**src/rtl/mem_ctrl_pkg.sv**
```systemverilog
// Shared types and constants for the memory controller: FSM states, access lengths,
// and the length-normalisation helper.
package mem_ctrl_pkg;

  typedef enum logic [1:0] {
    StIdle,
    StIfRead,
    StMemRead,
    StMemWrite
  } state_e;

  localparam logic [2:0]  LenByte  = 3'd1;
  localparam logic [2:0]  LenHalf  = 3'd2;
  localparam logic [2:0]  LenWord  = 3'd4;
  localparam logic [31:0] ZeroWord = 32'h0000_0000;

  // Anything other than a byte or halfword is serviced as a full word.
  function automatic logic [2:0] eff_len(input logic [2:0] len);
    logic [2:0] res;
    case (len)
      LenByte: res = LenByte;
      LenHalf: res = LenHalf;
      default: res = LenWord;
    endcase
    return res;
  endfunction

endpackage

```
**src/rtl/mem_byte_assembler.sv**
```systemverilog
// Byte counter plus little-endian merge buffer shared by instruction fetches and loads.
// word_o already includes the byte being captured this cycle.
module mem_byte_assembler (
  input  logic        clk,
  input  logic        rst,
  input  logic        start_i,
  input  logic        advance_i,
  input  logic        capture_i,
  input  logic [7:0]  byte_i,
  output logic [2:0]  cnt_o,
  output logic [31:0] word_o
);

  logic [2:0]  cnt_q, cnt_d;
  logic [31:0] word_q, word_d;
  logic [1:0]  pos;

  always_comb begin
    // RAM data lags its address by one cycle, so the byte arriving now belongs to cnt-1.
    pos    = cnt_q[1:0] - 2'd1;
    word_o = word_q;
    if (capture_i) begin
      word_o[{pos, 3'b000} +: 8] = byte_i;
    end
    cnt_d  = cnt_q;
    word_d = word_q;
    if (start_i) begin
      cnt_d  = '0;
      word_d = '0;
    end else begin
      if (advance_i) begin
        cnt_d = cnt_q + 3'd1;
      end
      word_d = word_o;
    end
  end

  always_ff @(posedge clk or posedge rst) begin
    if (rst) begin
      cnt_q  <= '0;
      word_q <= '0;
    end else begin
      cnt_q  <= cnt_d;
      word_q <= word_d;
    end
  end

  assign cnt_o = cnt_q;

endmodule

```
**src/rtl/mem_ctrl.sv**
```systemverilog
// Arbitrates IF fetches and MEM loads/stores onto a single byte-wide RAM port,
// serialising each access little-endian and pulsing a finished flag with the assembled data.
module mem_ctrl
  import mem_ctrl_pkg::*;
#(
  parameter int unsigned           ADDR_WIDTH = 32,
  parameter logic [ADDR_WIDTH-1:0] IO_BASE    = ADDR_WIDTH'(32'h30000)
) (
  input  logic                  clk,
  input  logic                  rst,
  input  logic                  rdy,
  input  logic                  if_enable_i,
  input  logic [ADDR_WIDTH-1:0] if_addr_i,
  output logic                  if_finished_o,
  output logic [31:0]           if_inst_o,
  output logic                  if_busy_o,
  input  logic                  mem_enable_i,
  input  logic                  mem_wr_i,
  input  logic [2:0]            mem_len_i,
  input  logic [ADDR_WIDTH-1:0] mem_addr_i,
  input  logic [31:0]           mem_data_i,
  output logic                  mem_finished_o,
  output logic [31:0]           mem_data_o,
  output logic                  mem_busy_o,
  input  logic [7:0]            ram_din_i,
  output logic [7:0]            ram_dout_o,
  output logic [ADDR_WIDTH-1:0] ram_addr_o,
  output logic                  ram_wr_o,
  input  logic                  io_buffer_full_i
);

  state_e                state_q, state_d;
  logic [ADDR_WIDTH-1:0] addr_q, addr_d;
  logic [2:0]            len_q, len_d;
  logic [31:0]           wdata_q, wdata_d;
  logic [31:0]           inst_q, inst_d;
  logic [31:0]           mdata_q, mdata_d;
  logic                  fin_if_q, fin_if_d;
  logic                  fin_mem_q, fin_mem_d;
  logic                  if_busy_q, if_busy_d;
  logic                  mem_busy_q, mem_busy_d;

  logic                  asm_start, asm_adv, asm_cap;
  logic [2:0]            cnt;
  logic [31:0]           merged;
  logic [ADDR_WIDTH-1:0] cur_addr;
  logic [31:0]           wshift;
  logic                  io_hold;
  logic                  wr_c;

  mem_byte_assembler u_asm (
    .clk       (clk),
    .rst       (rst),
    .start_i   (asm_start & rdy),
    .advance_i (asm_adv & rdy),
    .capture_i (asm_cap & rdy),
    .byte_i    (ram_din_i),
    .cnt_o     (cnt),
    .word_o    (merged)
  );

  assign cur_addr = addr_q + ADDR_WIDTH'(cnt);
  assign wshift   = wdata_q >> {cnt[1:0], 3'b000};
  assign io_hold  = (cur_addr[17:16] == IO_BASE[17:16]) && io_buffer_full_i;

  always_comb begin
    state_d    = state_q;
    addr_d     = addr_q;
    len_d      = len_q;
    wdata_d    = wdata_q;
    inst_d     = inst_q;
    mdata_d    = mdata_q;
    fin_if_d   = 1'b0;
    fin_mem_d  = 1'b0;
    if_busy_d  = if_busy_q;
    mem_busy_d = mem_busy_q;
    asm_start  = 1'b0;
    asm_adv    = 1'b0;
    asm_cap    = 1'b0;
    wr_c       = 1'b0;
    ram_addr_o = '0;
    ram_dout_o = 8'h00;

    unique case (state_q)
      StIdle: begin
        if_busy_d  = 1'b0;
        mem_busy_d = 1'b0;
        // The finished cycle still sees the requester's enable; skip it.
        if (!fin_if_q && !fin_mem_q) begin
          if (mem_enable_i) begin
            state_d    = mem_wr_i ? StMemWrite : StMemRead;
            addr_d     = mem_addr_i;
            len_d      = eff_len(mem_len_i);
            wdata_d    = mem_data_i;
            mem_busy_d = 1'b1;
            asm_start  = 1'b1;
          end else if (if_enable_i) begin
            state_d   = StIfRead;
            addr_d    = if_addr_i;
            len_d     = LenWord;
            if_busy_d = 1'b1;
            asm_start = 1'b1;
          end
        end
      end

      StIfRead: begin
        if (!if_enable_i) begin
          state_d   = StIdle;
          if_busy_d = 1'b0;
        end else begin
          asm_adv = 1'b1;
          asm_cap = (cnt != 3'd0);
          if (cnt < len_q) begin
            ram_addr_o = cur_addr;
          end
          if (cnt == len_q) begin
            state_d  = StIdle;
            fin_if_d = 1'b1;
            inst_d   = merged;
          end
        end
      end

      StMemRead: begin
        asm_adv = 1'b1;
        asm_cap = (cnt != 3'd0);
        if (cnt < len_q) begin
          ram_addr_o = cur_addr;
        end
        if (cnt == len_q) begin
          state_d   = StIdle;
          fin_mem_d = 1'b1;
          mdata_d   = merged;
        end
      end

      StMemWrite: begin
        ram_addr_o = cur_addr;
        ram_dout_o = wshift[7:0];
        if (!io_hold) begin
          wr_c    = 1'b1;
          asm_adv = 1'b1;
          if (cnt == len_q - 3'd1) begin
            state_d   = StIdle;
            fin_mem_d = 1'b1;
          end
        end
      end

      default: state_d = StIdle;
    endcase

    ram_wr_o = wr_c & rdy;
  end

  always_ff @(posedge clk or posedge rst) begin
    if (rst) begin
      state_q    <= StIdle;
      addr_q     <= '0;
      len_q      <= '0;
      wdata_q    <= ZeroWord;
      inst_q     <= ZeroWord;
      mdata_q    <= ZeroWord;
      fin_if_q   <= 1'b0;
      fin_mem_q  <= 1'b0;
      if_busy_q  <= 1'b0;
      mem_busy_q <= 1'b0;
    end else if (rdy) begin
      state_q    <= state_d;
      addr_q     <= addr_d;
      len_q      <= len_d;
      wdata_q    <= wdata_d;
      inst_q     <= inst_d;
      mdata_q    <= mdata_d;
      fin_if_q   <= fin_if_d;
      fin_mem_q  <= fin_mem_d;
      if_busy_q  <= if_busy_d;
      mem_busy_q <= mem_busy_d;
    end
  end

  assign if_finished_o  = fin_if_q & rdy;
  assign mem_finished_o = fin_mem_q & rdy;
  assign if_inst_o      = inst_q;
  assign mem_data_o     = mdata_q;
  assign if_busy_o      = if_busy_q;
  assign mem_busy_o     = mem_busy_q;

endmodule
```
**config.mk**
```make
export PLATFORM = sky130hd
export DESIGN_NAME = mem_ctrl
export DESIGN_NICKNAME = d
export VERILOG_FILES = /design/src/rtl/mem_ctrl_pkg.sv /design/src/rtl/mem_byte_assembler.sv /design/src/rtl/mem_ctrl.sv
export SDC_FILE = /design/constraint.sdc
export NUM_CORES = 1
export LEC_CHECK = 0
export BUFFER_PORTS_ARGS = -buffer_cell sky130_fd_sc_hd__buf_2
export CORE_UTILIZATION = 45
export CTS_BUF_LIST = sky130_fd_sc_hd__clkbuf_4 sky130_fd_sc_hd__clkbuf_8
export DETAILED_ROUTE_END_ITERATION = 8
export PLACE_DENSITY_LB_ADDON = 0.15
export SLEW_MARGIN = 10
export SYNTH_ARGS = -nofsm -noshare
export SYNTH_HDL_FRONTEND = slang
export SYNTH_SLANG_ARGS = --single-unit
```
**constraint.sdc**
```tcl
create_clock -name clk -period 5.8 [get_ports clk]
set_input_delay 0.58 -clock clk [delete_from_list [all_inputs] [get_ports clk]]
set_output_delay 0.58 -clock clk [all_outputs]
set_load 0.05 [all_outputs]
```
# Word-level counts from Yosys, hierarchy flattened
# Index checks and enable logic that the tools add are counted.
# word_totals
input_bits	114
out_inout_bits	109
word_cells	100
register_bits	172
# classes
n_addsub	5
magnitude_cmp	1
eq_ne	13
bitwise	6
n_shift	3
muxes	44
reduce_logical	16
# op_table
op	n
$mux 32	6
$pmux 32 s3	1
$add 32x3->32	1
$bwmux 32	1
$shift 8x7->32 const A	1
$shiftx 8x7->32	1
$shr 32x5->8	1
$mux 1	18
$mux 2	7
$mux 3	4
$reduce_and 4->1	3
$mux 8	1
$ne 2x2->1 const B	4
$pmux 2 s4	1
$neg 5->7	1
$and 1x1->1	6
$eq 2x2->1 const B	3
$eq 3x3->1	2
$pmux 1 s2	3
$pmux 3 s2	1
$reduce_and 3->1	2
$reduce_bool 2->1	3
$reduce_and 5->1	1
$add 3x1->3 const B	1
13 further kinds	15

# Longest topological paths before layout
# logic_depth
ltp_word	8
depth_mapped	10
depth_no_buf	9

# Hierarchy
# A second synthesis with hierarchy kept.
# unflattened
cells_unflattened	856
area_unflattened_um2	9163.8
# by_module_without_submodules
module	area_each_um2	cells_each	seq_area_each_um2	instances
mem_ctrl	6855.3	593	3428.3	1
mem_byte_assembler	2308.5	263	875.8	1

# Least setup slack after synthesis
# No wires, ideal clock.
# synth_path
kind	register to output
startpoint	register u_asm.cnt_q[0], in the netlist u_asm.cnt_o[0]
endpoint	output port ram_addr_o[30]
setup_slack_ns	2.601
n_path_buf	0
stages_incl_launch_ff	10
required_ns	5.220
arrival_ns	2.619
path_cell_list	dfrtp_1 > ha_1 > fa_1 > a21o_1 > nor3b_4 > nand4_1 > nor2_1 > nand4_1 > xor2_1 > nor2_1
# synth_between
elab_chain_len	4
elab_cells_between_ends	5
classes_between	add/sub: 1; order compare: 1; mux: 3
# synth_rtl
item	line_no	source
start, declared	mem_byte_assembler.sv:14	logic [2:0] cnt_q, cnt_d;
start signal, assigned	mem_byte_assembler.sv:43	cnt_q <= cnt_d;
$add 32x3->32 / $lt 3x3->1 (equally long branches)	mem_ctrl.sv:62, mem_ctrl.sv:114, mem_ctrl.sv:128	
$mux 32	mem_ctrl.sv:114, mem_ctrl.sv:128	
$mux 32	mem_ctrl.sv:108	if (!if_enable_i) begin
$pmux 32 s3 *	mem_ctrl.sv:84	unique case (state_q)
end, declared	mem_ctrl.sv:27	output logic [ADDR_WIDTH-1:0] ram_addr_o,
# Mark *: on every way between the ends. The rest lies on a longest branch, timed or not.

# Final worst setup path
# layout_path
startpoint	register u_asm.cnt_q[1], in the netlist u_asm.cnt_o[1]
endpoint	output port ram_addr_o[30]
# The elaborated chain is that of the path after synthesis.

==> flow_summary.toml <==
[logic_synthesis]
syn-num-nets = 943
yosysWarnings = 0
async_reset_ff_share_pct = 100.0
yosysMostFrequentCell = "dfrtp_1"
synth_flop_cell = "dfrtp_1"
syn_area_um2 = 8199
netlist_top_cells_count = "172 x dfrtp_1, 124 x nand2_1, 92 x o21ai_0"
synth-seq-cells = 172
synth_top_area_cell = "dfrtp_1"
synth_area_per_cell_um2 = 10.11
synthCells = 811
yosys.cell_types.count = 46
yosysSeqAreaShare_pct = 52.50
yosysTopAreaCellShare_pct = 52.50
ys_top_cells_by_area = "dfrtp_1 52%, nand2_1 5.7%, o21ai_0 5.6%, mux2_2 4.4%, mux2i_1 4.0%"
synth_edf_count = 0

[clocking]
cts_resized = 0
root_buffer = "clkbuf_8"
cts_max_path_buffers = 2
cts.sinks = 172
path_clk_slew_ns = 0.10
cts_tree = "built"
clk_latency_ns = 0.47
cts_buffers = 17
htree_num_levels = 4
ctsHoldBuffers = 0
post_cts_buffers = 0

[layout]
finalNetCount = 1154
fillers = 1585
final_area_um2 = 9986
syn2layout_area_growth_pct = 21.79
antenna_cells = 0
drive_gt1_share_pct = 30.82

[global_routing]
grt_overflow = 0
grt_pass1_wl_um = 31150
grt_max_degree = 82
grt.total_usage_pct = 21.67
met1_usage_pct = 29.05
grt.busiest_layer = "met2"
met3_usage_pct = 4.481
grt_pass1_vias = 6101
antenna_found_initial = 1
grtUsageMet2_pct = 34.74

[pwr]
peakVddDrop_uv = 220.0
sequentialPowerShare_pct = 41.9
p_sw_w = 0.001585
pwr-share-clk_pct = 23.5
p_leak_nw = 5.120
internal-power_w = 0.002472
pwr-share-comb_pct = 34.5
pwr_density_cell_nw_per_um2 = 406.3
switching_share_pct = 39.07

[timing]
fmax_mhz = 251.8
rsz0062_at_grt = "false"
fin_crit_ns = 3.972
max_slew_margin_pct = 25.69
fin_skew_ns = 0.01641
period_share_pct = 68.48
slew_viol_final = 0
setup_tns_ns = 0
tightest_slew_ns = 1.115
hold_viol_final = 0
finalSetupViolCount = 0

[placed_design]
port_buffers = 222
placed_area_um2 = 9538
dp_hpwl_um = 13680
place_congestion = 0.7971

[worst_setup_path]
critPathRequiredTime_ns = 5.22
cp-end-kind = "output pin"
cp-start-kind = "register"
worstSetupPathType = "register to output pin"
cp.arrival_ns = 3.39
crit_fanout = 17

[floorplan]
core_area_um2 = 17540
dieWidth_um = 137.0
chipHeight_um = 137.0
die-area_um2 = 18760
start_util_pct = 46.75
num_io_pins = 223
core.rowCount = 48

[hold_path]
hold_class = "primary input to async pin"

[run_status]
outcome = "finished clean"

[route]
drt_iter0_markers = 191
viasPerCell = 5.066
ant_nets = 0
drc = 0
dr.pass1.iters = 4
vias = 6383
avgRoutedWirePerCell_um = 15.45
finalWirelength_um = 19470

[job]
maxCapViolations = 0
## placed cells by master, fill, tap and decap left out, types with 18 or more instances in the layout
master	netlist	layout
buf_2	0	222
dfrtp_1	172	172
nand2_1	124	124
o21ai_0	92	92
nor2_1	78	78
and3_1	38	38
a21oi_1	36	36
mux2i_1	33	33
mux2_2	32	32
xor2_1	18	18
## through the flow
stage          worst slack (ns)  utilization, %  power, W  std cells  hold WS, ns
2_1_floorplan            0.5599               -  0.002759        811       0.4563
5_1_grt                   1.528           56.94  0.004304       1260      0.02582
6_report                  1.828           56.94  0.004057       1260      0.03730
3_5_place_dp              2.294           54.39  0.003141       1228       0.4650
4_1_cts                   1.773           56.94  0.004100       1260      0.01806
3_3_place_gp              2.417           54.39  0.003114       1228       0.4551
## worst paths after layout
check	startpoint	end	slack (ns)	cells past startpoint
max	u_asm.cnt_o[1]	ram_addr_o[30]	1.83	9
min	rst	mem_data_o[25]	0.04	2
max reg2reg	u_asm.cnt_o[1]	if_inst_o[20]	2.98	8
min reg2reg	if_inst_o[21]	if_inst_o[21]	0.48	2
max in group asynchronous	rst	u_asm.word_q[13]	4.48	3
min in group clk	mem_data_i[28]	wdata_q[28]	0.34	2
## state kept, by name, indices dropped and copies added, names as in the netlist
register and count:
addr_q 32, if_inst_o 32, mem_data_o 32, u_asm.word_q 32, wdata_q 32, len_q 3
u_asm.cnt_o 3, state_q 2, fin_if_q 1, fin_mem_q 1, if_busy_o 1, mem_busy_o 1
## cells by family after synthesis
logic type | Yosys count | synth area share [%]
and+or+nand+nor | 301 | 17.09
DFF | 172 | 52.50
AOI/OAI and AO/OA | 157 | 10.70
muxes | 73 | 10.62
buffers and inverters | 55 | 2.518
xor gates and xnor gates | 35 | 3.739
adders and majority gates | 18 | 2.838
## routing by layer
metal / routed length, µm / share of wire, % / up-vias
met5: 0 / 0 / -
met4: 352 / 1.8 / 0
met3: 904 / 4.6 / 29
met2: 9151 / 47 / 176
met1: 9062 / 47 / 2988
li1: - / - / 3190
## worst max-delay path, cell delays in order, from the launching register on
cell and delay (ns):
dfrtp_1 0.85, fa_1 0.35, a21o_1 0.20, nor3b_4 0.43, nand4_1 0.29, nor2_1 0.19
nand4_1 0.13, xor2_1 0.16, nor2_1 0.08, buf_2 0.26
## cell type report
class	instances	area (µm²)	share of cell area, %
well taps	225	281.5	2.819
multi-input cells	584	3709	37.14
clock buffers	18	241.5	2.418
inverters	16	65.06	0.6515
clock inverters	14	206.4	2.067
repair buffers	231	1179	11.80
flip-flops and latches	172	4304	43.10
## power by group through the flow
stage                     logic [W]  clock network, W  registers (W)
final                       0.00140          0.000955        0.00170
after global routing        0.00154           0.00102        0.00174
after detailed placement    0.00142                 0        0.00172
after global placement      0.00140                 0        0.00172
after CTS                   0.00142          0.000979        0.00170
after floorplan             0.00102                 0        0.00173
No activity file was read; power rests on OpenSTA's default activity.
